===== src/rtl/siso_pkg.sv =====
// Shared constants and helpers for the siso serial delay line.
package siso_pkg;

    localparam int unsigned SISO_DEPTH_DEFAULT = 4;

    // Fill counter must hold values 0..depth inclusive.
    function automatic int unsigned siso_cnt_width(input int unsigned depth);
        return $clog2(depth + 1);
    endfunction

endpackage


===== src/rtl/siso_stage.sv =====
// Single delay-line stage: one flip-flop with synchronous active-low clear.
module siso_stage (
    input  logic clk,
    input  logic rst_n,
    input  logic d,
    output logic q
);

    always_ff @(posedge clk) begin
        if (!rst_n) begin
            q <= 1'b0;
        end else begin
            q <= d;
        end
    end

endmodule


===== src/rtl/siso.sv =====
// Parameterised serial-in/serial-out delay line with parallel tap view and fill flag.
module siso
    import siso_pkg::*;
#(
    parameter int unsigned DEPTH = SISO_DEPTH_DEFAULT
) (
    input  logic             clk,
    input  logic             rst_n,
    input  logic             sin,
    output logic             sdo,
    output logic [DEPTH-1:0] taps,
    output logic             full
);

    localparam int unsigned CW = siso_cnt_width(DEPTH);
    localparam logic [CW-1:0] CNT_MAX = CW'(DEPTH);

    logic [DEPTH-1:0] stage;
    logic [CW-1:0]    count;
    logic [CW-1:0]    count_nxt;
    logic             full_r;

    for (genvar i = 0; i < DEPTH; i++) begin : g_stage
        if (i == 0) begin : g_first
            siso_stage u_stage (
                .clk   (clk),
                .rst_n (rst_n),
                .d     (sin),
                .q     (stage[0])
            );
        end else begin : g_chain
            siso_stage u_stage (
                .clk   (clk),
                .rst_n (rst_n),
                .d     (stage[i-1]),
                .q     (stage[i])
            );
        end
    end

    // Saturating count of edges since reset; full is registered from the next value.
    always_comb begin
        count_nxt = count;
        if (count != CNT_MAX) begin
            count_nxt = count + CW'(1);
        end
    end

    always_ff @(posedge clk) begin
        if (!rst_n) begin
            count  <= '0;
            full_r <= 1'b0;
        end else begin
            count  <= count_nxt;
            full_r <= (count_nxt == CNT_MAX);
        end
    end

    assign taps = stage;
    assign sdo  = stage[DEPTH-1];
    assign full = full_r;

endmodule


===== config.mk =====
export PLATFORM = sky130hd
export DESIGN_NAME = siso
export DESIGN_NICKNAME = d
export VERILOG_FILES = /design/src/rtl/siso_pkg.sv /design/src/rtl/siso_stage.sv /design/src/rtl/siso.sv
export SDC_FILE = /design/constraint.sdc
export NUM_CORES = 1
export LEC_CHECK = 0
export CORE_AREA = 2 2 39 41
export CTS_BUF_LIST = sky130_fd_sc_hd__clkbuf_2 sky130_fd_sc_hd__clkbuf_4 sky130_fd_sc_hd__clkbuf_8
export CTS_CLUSTER_SIZE = 20
export DETAILED_ROUTE_END_ITERATION = 16
export DIE_AREA = 0 0 41 43
export GPL_ROUTABILITY_DRIVEN = 0
export GPL_TIMING_DRIVEN = 0
export PLACE_DENSITY_LB_ADDON = 0.05
export SYNTH_ARGS = -nofsm -noshare
export SYNTH_HDL_FRONTEND = slang
export SYNTH_SLANG_ARGS = --single-unit

===== constraint.sdc =====
create_clock -name clk -period 4 [get_ports clk]
set_input_delay 1.2 -clock clk [delete_from_list [all_inputs] [get_ports clk]]
set_output_delay 1.2 -clock clk [all_outputs]
set_load 0.02 [all_outputs]

==> flow_summary.toml <==
[die]
fp.dieW_um = 41
io-pin-count = 9
row_count = 14
start_util_pct = 23.6
die_area_um2 = 1760
die_h_um = 43
core-area_um2 = 1380

[grt]
met1_usage_pct = 9.39
grt_pass1_vias = 203
grt_usage_pct = 8.05
overflow = 0
grtUsageMet2_pct = 8.44
grt_busiest_layer = "met1"
grt_pass1_wl_um = 828
met3_usage_pct = 6.28
grt_max_degree = 9
grt_antenna_before_repair = 0

[timing]
rsz0062_at_grt = "false"
max_freq_ghz = 0.407
fin_ws_ns = 1.54
worst_pin_slew_ns = 0.249
slew_violations = 0
max-slew-margin-rel_pct = 83.4
holdWs_ns = 0.456
hold_viol_final = 0
finalCritPeriodShare_pct = 61.4
setup_viol = 0
clock_skew_ns = 0.000630
tns_ns = 0
finalCriticalPeriod_ns = 2.46

[pwr]
power_density_nw_per_um2 = 393
ir_worst_vdd_mv = 0.122
power_uw = 176
power_leakage_nw = 0.197

[detailed_routing]
post-route-drc-count = 0
wl_per_cell_um = 8.74
vias = 229
antenna_left = 0
initialDrtViolationCount = 8
finalWirelength_um = 498
drt-pass1-iter-count = 4
via_per_inst = 4.02

[clock_network]
cts_tree = "done"
postCtsResizedCells = 0
clk_latency_ns = 0.25
cts_setup_buffers = 0
hold_buffers = 0
cts_max_level = 1
root_buffer = "clkbuf_4"
cts_made_buffers = 3
cts.path.max_buffers = 2
clock_sinks = 8
clk_pin_slew_worst_paths_ns = 0.05

[critical_path]
worstSetupStartpoint = "g_stage[0].g_first.u_stage.q$_SDFF_PN0_"
crit_path_start_kind = "flop"
path_cells = "buf_4 > clkdlybuf4s50_1"
slowest_delay_ns = 0.59
r2r_cells = 4
end_kind = "output port"
regToRegStartpoint = "count[0]$_SDFF_PN0_"
arrival_ns = 1.26
required_ns = 2.80
crit_path_max_fanout = 2
critPathSlowestCell = "clkdlybuf4s50_1"
crit_type = "flop to output port"
rrSetupSlack_ns = 2.58
r2r-end = "full$_SDFF_PN0_"

[place]
hpwl_um = 367
place_area_um2 = 427
dp_slack_ns = 1.79
port_buffers = 8

[yosys]
syn_nets = 35
netlist_instances = 30
yosysSeqAreaShare_pct = 49.0
synth_area_per_cell_um2 = 10.9
synth_seq_cells = 8
yosysWarningCount = 0
syn_area_um2 = 327
synth_cell_types = 13

[final_layout]
fin_nets = 48
fillerInstances = 145
drive_gt1_share_pct = 19.5
final_cell_mix = "dfxtp_1, clkdlybuf4s50_1, and2_1"
fin_area_um2 = 449
multi_input_area_um2 = 129
diodes = 0
register_area_um2 = 160
syn2layout_area_growth_pct = 37.5

[min_path]
worst_hold_startpoint = "g_stage[1].g_chain.u_stage.q$_SDFF_PN0_"
hold_path_end = "g_stage[2].g_chain.u_stage.q$_SDFF_PN0_"
min_path_cells = 1
hold_path_class = "flop to flop"

[run_status]
outcome = "completed"

[run]
max_cap_violations = 0
-- logic make-up after synthesis --
kind of cell	Yosys count	share of synthesized area, %
compound gates	4	11.5
fa+ha+maj	2	7.66
buf+inv	6	11.5
flops	8	49.0
simple gates	10	20.3
-- routing by layer --
layer | vias up | wire [um] | share of wire, %
met2 | 6 | 224 | 45
met1 | 104 | 239 | 48
li1 | 119 | - | -
met3 | 0 | 34 | 6.8
met4 | 0 | 0 | 0
met5 | - | 0 | 0
-- cell usage after synthesis, drive strengths merged --
master	n	area, um2
a311oi	1	15.0
a21oi	1	5.00
nand3b	1	7.51
o211a	1	10.0
inv	2	7.51
or3b	1	8.76
buf	4	30.0
nand2b	2	12.5
and3	1	6.26
and2	5	31.3
ha	2	25.0
dfxtp	8	160
o21a	1	7.51
-- sequential cells by signal, summed over array words and instances, names as in the netlist --
| signal | count |
|---|---|
| count | 3 |
| g_stage.g_chain.u_stage.q | 3 |
| full | 1 |
| g_stage.g_first.u_stage.q | 1 |
-- how the worst max path moves through the flow --
| stage | to | slack, ns | cells after the start |
|---|---|---|---|
| 2_1_floorplan | taps[3] | 2.21 | 1 |
| 3_3_place_gp | full$_SDFF_PN0_ | 1.81 | 3 |
| 3_5_place_dp | full$_SDFF_PN0_ | 1.79 | 3 |
| 4_1_cts | taps[0] | 1.52 | 2 |
| 5_1_grt | taps[3] | 1.48 | 2 |
| 6_report | taps[0] | 1.54 | 2 |
-- stage by stage --
stage,std cells,util [%]
finish,57,32.5
global route,57,32.5
CTS,57,32.5
detailed placement,54,30.8
global placement,54,30.8
floorplan,30,-
-- report_power, final --
part	internal [mW]	switching (mW)	leakage [nW]
Combinational	0.0150	0.0117	0.117
Sequential	0.0852	0.00372	0.0657
Clock	0.0343	0.0265	0.0138
-- critical path, delay by kind of cell, from the launching register on --
kind / cells / cell delay [ns]
buffers and inverters: 2 / 0.69
DFF: 1 / 0.32
-- layout make-up --
type | count | area share, %
Timing Repair Buffer | 8 | 17.8
Buffer | 4 | 6.69
Clock buffer | 3 | 5.01
Multi-Input combinational cell | 16 | 28.7
Tap cell | 16 | 4.46
Sequential cell | 8 | 35.7
Inverter | 2 | 1.67
(Power assumes the default switching activity.)
